[config.mk]
export PLATFORM = sky130hd
export DESIGN_NAME = ulpi_init_seq
export DESIGN_NICKNAME = d
export VERILOG_FILES = /design/src/rtl/ulpi_pkg.sv /design/src/rtl/ulpi_init_rom.sv /design/src/rtl/ulpi_init_seq.sv
export SDC_FILE = /design/constraint.sdc
export NUM_CORES = 1
export LEC_CHECK = 0
export CAP_MARGIN = 20
export CORE_MARGIN = 8
export CORE_UTILIZATION = 45
export DETAILED_ROUTE_END_ITERATION = 7
export MAX_ROUTING_LAYER = met4
export PLACE_DENSITY = 0.67
export SLEW_MARGIN = 0
export SYNTH_ARGS = -nofsm -noshare
export SYNTH_HDL_FRONTEND = slang
export SYNTH_HIERARCHICAL = 1
export SYNTH_SLANG_ARGS = --single-unit
export TNS_END_PERCENT = 50
[constraint.sdc]
create_clock -name CLK_60M -period 2.5 [get_ports CLK_60M]
set_clock_uncertainty 0.05 [all_clocks]
set_input_delay 0.375 -clock CLK_60M [delete_from_list [all_inputs] [get_ports CLK_60M]]
set_output_delay 0.375 -clock CLK_60M [all_outputs]
set_load 0.1 [all_outputs]
[src/rtl/ulpi_pkg.sv]
// Shared definitions for the ULPI PHY init sequencer:
// register addresses, sequencer states, error codes, step record.
package ulpi_pkg;

    localparam logic [5:0] VID_LO    = 6'h00;
    localparam logic [5:0] FUNC_CTRL = 6'h04;
    localparam logic [5:0] OTG_CTRL  = 6'h0A;

    localparam logic [1:0] ERR_NONE     = 2'b00;
    localparam logic [1:0] ERR_RETRY    = 2'b01;
    localparam logic [1:0] ERR_MISMATCH = 2'b10;

    localparam logic [2:0] LAST_STEP = 3'd4;

    typedef enum logic [3:0] {
        S_WAIT_READY,
        S_SETTLE,
        S_ISSUE,
        S_WAIT_RESP,
        S_CHECK,
        S_RETRY,
        S_GAP,
        S_DONE,
        S_ERROR
    } state_t;

    typedef struct packed {
        logic       rw;
        logic [5:0] addr;
        logic [7:0] data;
        logic       chk;
        logic [7:0] exp_val;
    } step_t;

endpackage

[src/rtl/ulpi_init_rom.sv]
// Step table of the init sequence (combinational).
// Ports: step (index 0..4) in; ent (rw/addr/data/chk/exp_val) out.
module ulpi_init_rom
    import ulpi_pkg::*;
#(
    parameter logic [7:0] FUNC_CTRL_VAL = 8'h45,
    parameter logic [7:0] OTG_CTRL_VAL  = 8'h00,
    parameter logic [7:0] VID_LO_EXP    = 8'h24
) (
    input  logic [2:0] step,
    output step_t      ent
);

    always_comb begin
        ent = '0;
        unique case (step)
            3'd0: ent = '{rw: 1'b0, addr: VID_LO, data: 8'h00,
                          chk: 1'b1, exp_val: VID_LO_EXP};
            3'd1: ent = '{rw: 1'b1, addr: FUNC_CTRL, data: FUNC_CTRL_VAL,
                          chk: 1'b0, exp_val: 8'h00};
            3'd2: ent = '{rw: 1'b1, addr: OTG_CTRL, data: OTG_CTRL_VAL,
                          chk: 1'b0, exp_val: 8'h00};
            3'd3: ent = '{rw: 1'b0, addr: FUNC_CTRL, data: 8'h00,
                          chk: 1'b1, exp_val: FUNC_CTRL_VAL};
            3'd4: ent = '{rw: 1'b0, addr: OTG_CTRL, data: 8'h00,
                          chk: 1'b1, exp_val: OTG_CTRL_VAL};
            default: ent = '0;
        endcase
    end

endmodule

[src/rtl/ulpi_init_seq.sv]
// ULPI PHY init sequencer: after link READY, runs the step table
// with retries and verifies readbacks.
// Ports: CLK_60M/NRST_A_USB; ULPI_READY, REG_DONE/FAIL/DATA_O from link;
// REG_EN/RW/ADDR/DATA_I to link; RESTART in;
// INIT_BUSY/DONE/ERR, ERR_CODE, ERR_STEP status out (all registered).
module ulpi_init_seq
    import ulpi_pkg::*;
#(
    parameter logic [7:0] FUNC_CTRL_VAL = 8'h45,
    parameter logic [7:0] OTG_CTRL_VAL  = 8'h00,
    parameter logic [7:0] VID_LO_EXP    = 8'h24,
    parameter int         SETTLE_CYC    = 60,
    parameter int         TIMEOUT_CYC   = 1023,
    parameter int         MAX_RETRY     = 3
) (
    input  logic       CLK_60M,
    input  logic       NRST_A_USB,
    input  logic       ULPI_READY,
    input  logic       REG_DONE,
    input  logic       REG_FAIL,
    input  logic [7:0] REG_DATA_O,
    input  logic       RESTART,
    output logic       REG_EN,
    output logic       REG_RW,
    output logic [5:0] REG_ADDR,
    output logic [7:0] REG_DATA_I,
    output logic       INIT_BUSY,
    output logic       INIT_DONE,
    output logic       INIT_ERR,
    output logic [1:0] ERR_CODE,
    output logic [2:0] ERR_STEP
);

    localparam logic [9:0] SETTLE_LAST = 10'(SETTLE_CYC - 1);
    localparam logic [9:0] TO_LAST     = 10'(TIMEOUT_CYC);
    localparam logic [1:0] RETRY_LIM   = 2'(MAX_RETRY);

    state_t     state_q, state_d;
    logic [2:0] step_q, step_d;
    logic [1:0] retry_q, retry_d;
    logic [9:0] cnt_q, cnt_d;
    logic [7:0] rdata_q, rdata_d;
    logic       mism_q, mism_d;
    logic       adv_q, adv_d;
    logic       en_q, en_d;
    logic       rw_q, rw_d;
    logic [5:0] addr_q, addr_d;
    logic [7:0] wdata_q, wdata_d;
    logic       busy_q, busy_d;
    logic       done_q, done_d;
    logic       err_q, err_d;
    logic [1:0] code_q, code_d;
    logic [2:0] estep_q, estep_d;
    logic       abort;
    step_t      ent;

    ulpi_init_rom #(
        .FUNC_CTRL_VAL (FUNC_CTRL_VAL),
        .OTG_CTRL_VAL  (OTG_CTRL_VAL),
        .VID_LO_EXP    (VID_LO_EXP)
    ) u_rom (
        .step (step_q),
        .ent  (ent)
    );

    always_ff @(posedge CLK_60M or negedge NRST_A_USB) begin
        if (!NRST_A_USB) begin
            state_q <= S_WAIT_READY;
            step_q  <= '0;
            retry_q <= '0;
            cnt_q   <= '0;
            rdata_q <= '0;
            mism_q  <= 1'b0;
            adv_q   <= 1'b0;
            en_q    <= 1'b0;
            rw_q    <= 1'b0;
            addr_q  <= '0;
            wdata_q <= '0;
            busy_q  <= 1'b0;
            done_q  <= 1'b0;
            err_q   <= 1'b0;
            code_q  <= ERR_NONE;
            estep_q <= '0;
        end else begin
            state_q <= state_d;
            step_q  <= step_d;
            retry_q <= retry_d;
            cnt_q   <= cnt_d;
            rdata_q <= rdata_d;
            mism_q  <= mism_d;
            adv_q   <= adv_d;
            en_q    <= en_d;
            rw_q    <= rw_d;
            addr_q  <= addr_d;
            wdata_q <= wdata_d;
            busy_q  <= busy_d;
            done_q  <= done_d;
            err_q   <= err_d;
            code_q  <= code_d;
            estep_q <= estep_d;
        end
    end

    always_comb begin
        state_d = state_q;
        step_d  = step_q;
        retry_d = retry_q;
        cnt_d   = cnt_q;
        rdata_d = rdata_q;
        mism_d  = mism_q;
        adv_d   = adv_q;
        en_d    = en_q;
        rw_d    = rw_q;
        addr_d  = addr_q;
        wdata_d = wdata_q;
        busy_d  = busy_q;
        done_d  = done_q;
        err_d   = err_q;
        code_d  = code_q;
        estep_d = estep_q;
        abort   = 1'b0;

        unique case (state_q)
            S_WAIT_READY: begin
                if (ULPI_READY) begin
                    state_d = S_SETTLE;
                    cnt_d   = '0;
                end
            end
            S_SETTLE: begin
                if (!ULPI_READY) begin
                    state_d = S_WAIT_READY;
                end else if (cnt_q == SETTLE_LAST) begin
                    state_d = S_ISSUE;
                    busy_d  = 1'b1;
                end else begin
                    cnt_d = cnt_q + 10'd1;
                end
            end
            S_ISSUE: begin
                if (!ULPI_READY) begin
                    abort = 1'b1;
                end else begin
                    en_d    = 1'b1;
                    rw_d    = ent.rw;
                    addr_d  = ent.addr;
                    wdata_d = ent.rw ? ent.data : 8'h00;
                    cnt_d   = '0;
                    state_d = S_WAIT_RESP;
                end
            end
            S_WAIT_RESP: begin
                // FAIL wins over a simultaneous DONE
                if (!ULPI_READY) begin
                    abort = 1'b1;
                end else if (REG_FAIL) begin
                    en_d    = 1'b0;
                    mism_d  = 1'b0;
                    state_d = S_RETRY;
                end else if (REG_DONE) begin
                    en_d    = 1'b0;
                    rdata_d = REG_DATA_O;
                    state_d = S_CHECK;
                end else if (cnt_q == TO_LAST) begin
                    en_d    = 1'b0;
                    mism_d  = 1'b0;
                    state_d = S_RETRY;
                end else begin
                    cnt_d = cnt_q + 10'd1;
                end
            end
            S_CHECK: begin
                if (!ULPI_READY) begin
                    abort = 1'b1;
                end else if (ent.chk && rdata_q != ent.exp_val) begin
                    mism_d  = 1'b1;
                    state_d = S_RETRY;
                end else begin
                    retry_d = '0;
                    adv_d   = 1'b1;
                    state_d = S_GAP;
                end
            end
            S_RETRY: begin
                if (!ULPI_READY) begin
                    abort = 1'b1;
                end else if (retry_q < RETRY_LIM) begin
                    retry_d = retry_q + 2'd1;
                    adv_d   = 1'b0;
                    state_d = S_GAP;
                end else begin
                    err_d   = 1'b1;
                    busy_d  = 1'b0;
                    code_d  = mism_q ? ERR_MISMATCH : ERR_RETRY;
                    estep_d = step_q;
                    state_d = S_ERROR;
                end
            end
            S_GAP: begin
                // adv_q marks a passed step; a retry reissues it
                adv_d = 1'b0;
                if (!ULPI_READY) begin
                    abort = 1'b1;
                end else if (adv_q && step_q == LAST_STEP) begin
                    done_d  = 1'b1;
                    busy_d  = 1'b0;
                    state_d = S_DONE;
                end else begin
                    if (adv_q) begin
                        step_d = step_q + 3'd1;
                    end
                    state_d = S_ISSUE;
                end
            end
            S_DONE: begin
                if (!ULPI_READY || RESTART) begin
                    done_d  = 1'b0;
                    step_d  = '0;
                    retry_d = '0;
                    state_d = S_WAIT_READY;
                end
            end
            S_ERROR: begin
                if (RESTART) begin
                    err_d   = 1'b0;
                    code_d  = ERR_NONE;
                    estep_d = '0;
                    step_d  = '0;
                    retry_d = '0;
                    state_d = S_WAIT_READY;
                end
            end
            default: state_d = S_WAIT_READY;
        endcase

        // link core went back into reset: start over
        if (abort) begin
            en_d    = 1'b0;
            step_d  = '0;
            retry_d = '0;
            adv_d   = 1'b0;
            busy_d  = 1'b0;
            state_d = S_WAIT_READY;
        end
    end

    assign REG_EN     = en_q;
    assign REG_RW     = rw_q;
    assign REG_ADDR   = addr_q;
    assign REG_DATA_I = wdata_q;
    assign INIT_BUSY  = busy_q;
    assign INIT_DONE  = done_q;
    assign INIT_ERR   = err_q;
    assign ERR_CODE   = code_q;
    assign ERR_STEP   = estep_q;

endmodule
# After elaboration in Yosys (flattened, before gate mapping)
# Index checks and enable logic that the tools add are counted.
totals:
  reg_bits: 53
  latchBits: 0
  mem_bits_rw: 0
  rom_bits: 0
  in_bits: 14
  output_inout_bits: 24
  word_cells: 187
  n_memories: 0
op_classes:
  add_sub_neg: 3
  multipliers: 0
  div: 0
  order_cmp: 1
  n_eq_ne: 50
  shifts: 0
  mux: 87
  bitwise: 1
  n_reduce_logical: 29
op_table:
  columns: ["op", "count"]
  rows:
  - ["$pmux 24 s5", 1]
  - ["$mux 10", 7]
  - ["$mux 4", 15]
  - ["$ne 3x3->1 const B", 18]
  - ["$pmux 4 s9", 1]
  - ["$mux 1", 31]
  - ["$pmux 10 s3", 1]
  - ["$ne 2x2->1 const B", 14]
  - ["$mux 3", 9]
  - ["$mux 2", 11]
  - ["$eq 4x3->1 const B", 4]
  - ["$reduce_and 4->1", 4]
  - ["$reduce_and 7->1", 2]
  - ["$reduce_and 6->1", 2]
  - ["$reduce_bool 4->1", 3]
  - ["$add 10x1->10 const B", 1]
  - ["$eq 10x10->1 const B", 1]
  - ["$eq 10x6->1 const B", 1]
  - ["$reduce_and 10->1", 1]
  - ["$pmux 3 s3", 1]
  - ["$eq 4x2->1 const B", 2]
  - ["$mux 8", 1]
  - ["$ne 8x8->1", 1]
  - ["$pmux 1 s2", 4]
  - ["other kinds (29)", 35]

# Logic depth before layout (Yosys ltp)
# Gate-level depths: netlist (run 1).
logic_depth:
  depth_word: 8
  depth_mapped: 8
  ltp_nobuf: 7

# By module
# The synthesis (run 1) kept the hierarchy.
by_module_without_submodules:
  columns: ["mod", "instances", "cells_per_inst", "area_each_um2", "seq_area_each_um2"]
  rows:
  - ["ulpi_init_seq", 1, 298, 2922.8, 1326.3]
  - ["ulpi_init_rom", 1, 27, 197.7, 0.0]

# Least setup slack after synthesis (run 1)
# OpenSTA, ideal clock, no wires.
synth_timing:
  path_type: "register to register"
  startpoint: "register step_q[2]"
  endpoint: "register retry_q[0]"
  setup_time_ns: 0.127
  arrival_ns: 1.995
  t_required_ns: 2.323
  path_slack_ns: 0.327
  stages_incl_launch_ff: 8
  n_path_buf: 1
  period_less_slack_ns: 2.173
  path_cell_list: "dfrtp_1 > and3b_2 > buf_4 > xnor2_1 > nand4_1 > o21ai_0 > o211a_1 > mux2_1"
synth_rtl:
  columns: ["element", "line", "rtl"]
  rows:
  - ["start, declared", "ulpi_init_seq.sv:39", "logic [2:0] step_q, step_d;"]
  - ["start signal, assigned", "ulpi_init_seq.sv:86", "step_q <= step_d;"]
  - ["end signal, assigned", "ulpi_init_seq.sv:87", "retry_q <= retry_d;"]
  - ["end, declared", "ulpi_init_seq.sv:40", "logic [1:0] retry_q, retry_d;"]

==> results of run 1 <==
-- logic make-up (layout without fill, tap and decap cells) --
family,count (synthesis),in the layout,share of synthesized area
AND/OR/NAND/NOR,108,108,0.185
AO/OA/AOI/OAI,88,88,0.187
flip-flops,53,53,0.425
buffers and inverters,42,71,0.0894
multiplexers,19,19,0.0686
XOR/XNOR,10,10,0.0281
adder cells (fa/ha/maj),4,4,0.0160
other,1,12,0.00120
-- per-stage QoR --
step / total power, mW / instance area, um^2
6_report: 4.30 / 3570
5_1_grt: 4.55 / 3570
4_1_cts: 4.34 / 3570
3_5_place_dp: 3.73 / 3460
3_3_place_gp: 3.71 / 3460
2_1_floorplan: 3.22 / 3160
-- report_power, final --
part / total (mW) / switching (mW) / internal [mW]
clock: 0.600 / 0.299 / 0.301
combinational: 2.40 / 1.65 / 0.748
sequential: 1.30 / 0.203 / 1.10
-- final cells by class --
| cell class | count | area share |
|---|---|---|
| clock inverters | 3 | 0.0123 |
| multi-input cells | 241 | 0.435 |
| repair buffers | 54 | 0.125 |
| flip-flops and latches | 53 | 0.371 |
| well taps | 80 | 0.0280 |
| clock buffers | 5 | 0.0193 |
| inverters | 9 | 0.00945 |
-- metal layers --
metal | routed length [um] | vias to the layer above | global-route usage | part of all wire
met5 | 0 | - | - | 0
met4 | 136 | 0 | 0.0454 | 0.019
met3 | 475 | 10 | 0.0321 | 0.067
met2 | 3310 | 88 | 0.230 | 0.47
met1 | 3140 | 1195 | 0.198 | 0.44
li1 | - | 1237 | - | -
-- synthesized netlist by cell type (3+ instances only) --
library cell  instances
o21ai_0              29
nand3_1               8
o21bai_1              3
o2111ai_1             3
buf_2                 3
nand2b_1              4
inv_1                 9
a31oi_1               7
a22oi_1               3
nor3_1                8
nand2_1              40
clkbuf_1              7
dfrtp_1              53
mux2_2               17
nand4_1               4
buf_4                16
ha_1                  4
a311oi_1              3
clkbuf_8              5
xnor2_1              10
a21oi_1              11
nor2b_1               3
o41ai_1               4
o31ai_1               7
and2b_2               3
nor2_1               16
-- worst max-delay path, cell delays in order, from the launching register on --
cell and delay, ps:
dfrtp_1 500, xnor2_1 180, and2b_2 210, xnor2_1 170
nand4_1 120, o21ai_0 330, o211a_1 250, mux2_1 330
-- path summary, 6_finish.rpt --
kind,cells after the start,to,from
max in group asynchronous,2,REG_ADDR[1],NRST_A_USB
min in group CLK_60M,2,REG_DATA_I[4],REG_DATA_I[4]
worst max register to register,7,retry_q[1],step_q[1]
worst max-delay path,7,retry_q[1],step_q[1]
worst min-delay path,1,cnt_q[7],NRST_A_USB
worst min register to register,2,REG_DATA_I[4],REG_DATA_I[4]
-- registers in the layout (all words and copies together), names as in the netlist --
name / cells
ERR_CODE: 2
ERR_STEP: 3
INIT_BUSY: 1
INIT_DONE: 1
INIT_ERR: 1
REG_ADDR: 6
REG_DATA_I: 8
REG_EN: 1
REG_RW: 1
adv_q: 1
cnt_q: 10
mism_q: 1
rdata_q: 8
retry_q: 2
state_q: 4
step_q: 3
-- placed cells by master (no fill, tap or decap), types with 3 or more instances in the layout --
| cell | instances |
|---|---|
| a21oi_1 | 11 |
| a22oi_1 | 3 |
| a311oi_1 | 3 |
| a31oi_1 | 7 |
| and2b_2 | 3 |
| buf_4 | 40 |
| clkbuf_8 | 5 |
| clkdlybuf4s50_1 | 12 |
| conb_1 | 12 |
| dfrtp_1 | 53 |
| ha_1 | 4 |
| inv_1 | 9 |
| mux2_2 | 17 |
| nand2_1 | 40 |
| nand2b_1 | 4 |
| nand3_1 | 8 |
| nand4_1 | 4 |
| nor2_1 | 16 |
| nor2b_1 | 3 |
| nor3_1 | 8 |
| o2111ai_1 | 3 |
| o21ai_0 | 29 |
| o21bai_1 | 3 |
| o31ai_1 | 7 |
| o41ai_1 | 4 |
| xnor2_1 | 10 |
==> flow_summary.toml, run 1 <==
[drt]
vias = 2530
wl_per_cell_um = 15.9
ant_nets = 0
drt-total-wl_um = 7060
vias_per_cell = 5.69
drc = 0
dr.first_iter.drc_count = 182
firstDrtPassIters = 4

[placed_design]
gp_congestion = 0.930
dpl.hpwl_um = 5300
place_ws_ps = 136
dp_cells = 437
io_buffers = 37

[layout]
multi_input_area_um2 = 1560
antenna_cells = 0
fillCellCount = 637
layout-drive-gt1-share = 0.219
seq_area_um2 = 1330
fin_cells = 445
nets = 382
syn_to_final_growth_pct = 14.6
final_core_util = 0.529

[timing]
rsz0062_at_grt = "false"
post-route-period-util = 0.899
fmax_mhz = 445
maxSlewHeadroom = 0.393
holdWs_ps = -8.85
setup_tns_ps = 0
drv_slew = 0
setup_ws_ps = 252
hold_viol = 22
timing.final.crit_period_ps = 2250
setup_viol = 0
tightest_slew_ps = 906

[pwr]
power_density_nw_per_um2 = 1200
ir_drop_mv = 0.499
leakage_nw = 1.58

[synth]
yosys.area.top_type = "dfrtp_1"
synth.yosys.seq_area_share = 0.425
yosys_warnings = 6
synth_area_per_cell_um2 = 9.60
synth_area_leaders = "dfrtp_1 43%, mux2_2 6.1%, nand2_1 4.8%"
synth_area_um2 = 3120
synth_top_area_share = 0.425
yosysUniqueCellTypes = 62
synth_edf_count = 0
async_reset_ff_frac = 1.00
syn-instance-count = 325
synth_flop_cell = "dfrtp_1"
synth-seq-cells = 53

[grt]
track_usage = 0.152
grt_max_degree = 25
antenna_found_initial = 0
grt_pass1_vias = 2422
overflow = 0
grt_pass1_wl_um = 12000

[worst_setup_path]
end_kind = "flop"
cp-start-kind = "flop"
critPathKind = "flop to flop"
worst-path-max-fanout = 9
critPathArrivalTime_ps = 2400
crit_required_ps = 2650
r2r_slack_ps = 250

[clock_tree]
clk_pin_slew_ps = 100
tritoncts = "done"
cts_setup_buffers = 0
clock-root-buffer = "clkbuf_8"
clkSinkCount = 53
htree_num_levels = 2
ctsResizeCount = 0
clk_path_buf_depth = 2
insertion_delay_ps = 310
hold_buffers = 0
cts_inserted_buffers = 5

[floorplanning]
initial_core_util = 0.462
io_pins = 38
rows = 30
die_x_um = 99.3
core_um2 = 6760
dieArea_um2 = 9860
die_h_um = 99.3

[job]
maxCapViolations = 0

[status]
status = "finished with violations"
violations = "negative hold slack"

[min_path]
hp-class = "input port to asynchronous set/reset pin"
(Power assumes the default switching activity.)
==> inputs of run 2 (changes only) <==
- PLACE_DENSITY: 0.67 -> 0.68
- SYNTH_HIERARCHICAL: 1 -> default
==> run 2 against run 1 <==
Against the previous run: the flow now finishes without violations; first-iteration DRC count rose by 8.2%; combinational power fell by 53%; final area fell by 19%.
==> flow_summary.toml, run 2 <==
[grt]
grt_pass1_vias = 2210
use_met1 = 0.196
antenna_found_initial = 0
use_met2 = 0.257
grt_pass1_wl_um = 10900
top_usage_layer = "met2"
track_usage = 0.162
overflow = 0
grt_max_degree = 43
gr-usage-met3 = 0.0399

[clock_tree]
insertion_delay_ps = 300
cts_setup_buffers = 0
tritoncts = "done"
htree_num_levels = 2
hold_buffers = 0
clk_path_buf_depth = 2
clkSinkCount = 42
clk_pin_slew_ps = 80
clock-root-buffer = "clkbuf_8"
ctsResizeCount = 0
cts_inserted_buffers = 5

[synth]
yosys.area.top_type = "dfrtp_1"
synth_area_per_cell_um2 = 9.08
synth.yosys.seq_area_share = 0.418
synth_top_area_share = 0.418
synth_area_um2 = 2520
syn-instance-count = 277
yosys_warnings = 0
synth_edf_count = 0
async_reset_ff_frac = 1.00
synth_common_cells = "42 x dfrtp_1, 33 x nand2_1, 28 x o21ai_0"
synth_flop_cell = "dfrtp_1"
synth_area_leaders = "dfrtp_1 42%, o21ai_0 5.6%, nand2_1 4.9%"
yosysUniqueCellTypes = 57
synth_most_common_cell = "dfrtp_1"
synth-seq-cells = 42

[pwr]
leakage_nw = 1.30
ir_drop_mv = 0.381
p_total_mw = 2.54
power_density_nw_per_um2 = 878

[layout]
antenna_cells = 0
reg_top3 = "cnt_q (10), rdata_q (8), state_q (4)"
fin_cells = 380
nets = 328
layout-drive-gt1-share = 0.162
final_core_util = 0.531
largest-register = "cnt_q"
layout_common_cells = "42 x dfrtp_1, 33 x nand2_1, 28 x o21ai_0"
final_common_cell = "dfrtp_1"
fin_area_um2 = 2890
largest_register_ffs = 10
syn_to_final_growth_pct = 14.9

[drt]
drc = 0
drt-total-wl_um = 6150
vias_per_cell = 5.72
firstDrtPassIters = 5
wl_per_cell_um = 16.2
ant_nets = 0
dr.first_iter.drc_count = 197
vias = 2172

[worst_setup_path]
critPathKind = "flop to flop"
end_kind = "flop"
crit_chain = "ha_1, and4_2, a311oi_2, a32oi_1, or4_1, nand3_1"
cp.depth = 6
worst-path-max-fanout = 4
cpPeakStageDelay_ps = 530
reg2regPathDepth = 6
worst-path-buf-inv = 0
critPathSlowestCell = "or4_1"
cp-start-kind = "flop"
crit_required_ps = 2690
crit_family = "simple AND/OR/NAND/NOR gates"
critPathArrivalTime_ps = 2340

[floorplanning]
core_um2 = 5440
initial_core_util = 0.463
dieArea_um2 = 8240
rows = 27
die_x_um = 90.8
die_h_um = 90.8
io_pins = 38

[placed_design]
io_buffers = 29
place_ws_ps = 351
placed_area_um2 = 2800
dpl.hpwl_um = 4500
gp_congestion = 0.969
dp_cells = 372

[timing]
rsz0062_at_grt = "false"
holdWs_ps = 151
setup_viol = 0
hold_viol = 0
post-route-period-util = 0.860
tightest_slew_ps = 945
timing.final.crit_period_ps = 2150
fmax_mhz = 465
setup_ws_ps = 350
drv_slew = 0
setup_tns_ps = 0
maxSlewHeadroom = 0.370

[job]
maxCapViolations = 0

[min_path]
hp-class = "input port to asynchronous set/reset pin"

[status]
status = "finished clean"
[run 2: final cells by class]
cell class / count / area (um^2)
clock buffers: 6 / 72.6
multi-input cells: 212 / 1320
repair buffers: 38 / 313
fillers: 514 / 2550
clock inverters: 2 / 13.8
inverters: 8 / 30.0
well taps: 72 / 90.1
flip-flops and latches: 42 / 1050
[run 2: where the power goes]
| part | switching [mW] | internal [mW] |
|---|---|---|
| logic | 0.714 | 0.412 |
| clock network | 0.249 | 0.197 |
| registers | 0.142 | 0.823 |
[run 2: worst paths after layout]
check,from,to,slack (ps)
min,NRST_A_USB,retry_q[0],150
min in group CLK_60M,INIT_ERR,INIT_ERR,430
max in group asynchronous,NRST_A_USB,state_q[1],1640
max,cnt_q[0],cnt_q[8],350
max reg2reg,cnt_q[0],cnt_q[8],350
min reg2reg,INIT_ERR,INIT_ERR,430
[run 2: kinds of logic (layout without fill, tap and decap cells)]
| group | after synthesis | after routing | synth area share |
|---|---|---|---|
| other | 1 | 8 | 0.00149 |
| buffers and inverters | 30 | 54 | 0.0681 |
| AND/OR/NAND/NOR | 103 | 103 | 0.216 |
| multiplexers | 10 | 10 | 0.0443 |
| flip-flops | 42 | 42 | 0.418 |
| adder cells (fa/ha/maj) | 7 | 7 | 0.0348 |
| XOR/XNOR | 1 | 1 | 0.00348 |
| AO/OA/AOI/OAI | 83 | 83 | 0.214 |
[run 2: worst register-to-register path, cell delays in order (launching register included)]
cell,delay (ps)
dfrtp_1,420
ha_1,250
and4_2,220
a311oi_2,350
a32oi_1,170
or4_1,530
nand3_1,100
[run 2: routing by layer]
| metal | vias up | share of wire |
|---|---|---|
| li1 | 1059 | - |
| met1 | 1031 | 0.45 |
| met2 | 71 | 0.47 |
| met3 | 11 | 0.055 |
| met4 | 0 | 0.022 |
| met5 | - | 0 |
==> inputs of run 3 (changes only) <==
- ABC_CLOCK_PERIOD_IN_PS: default -> 2500
==> results of run 3 <==
Same layout as run 2: the final DEF is identical, and so are final timing and power.
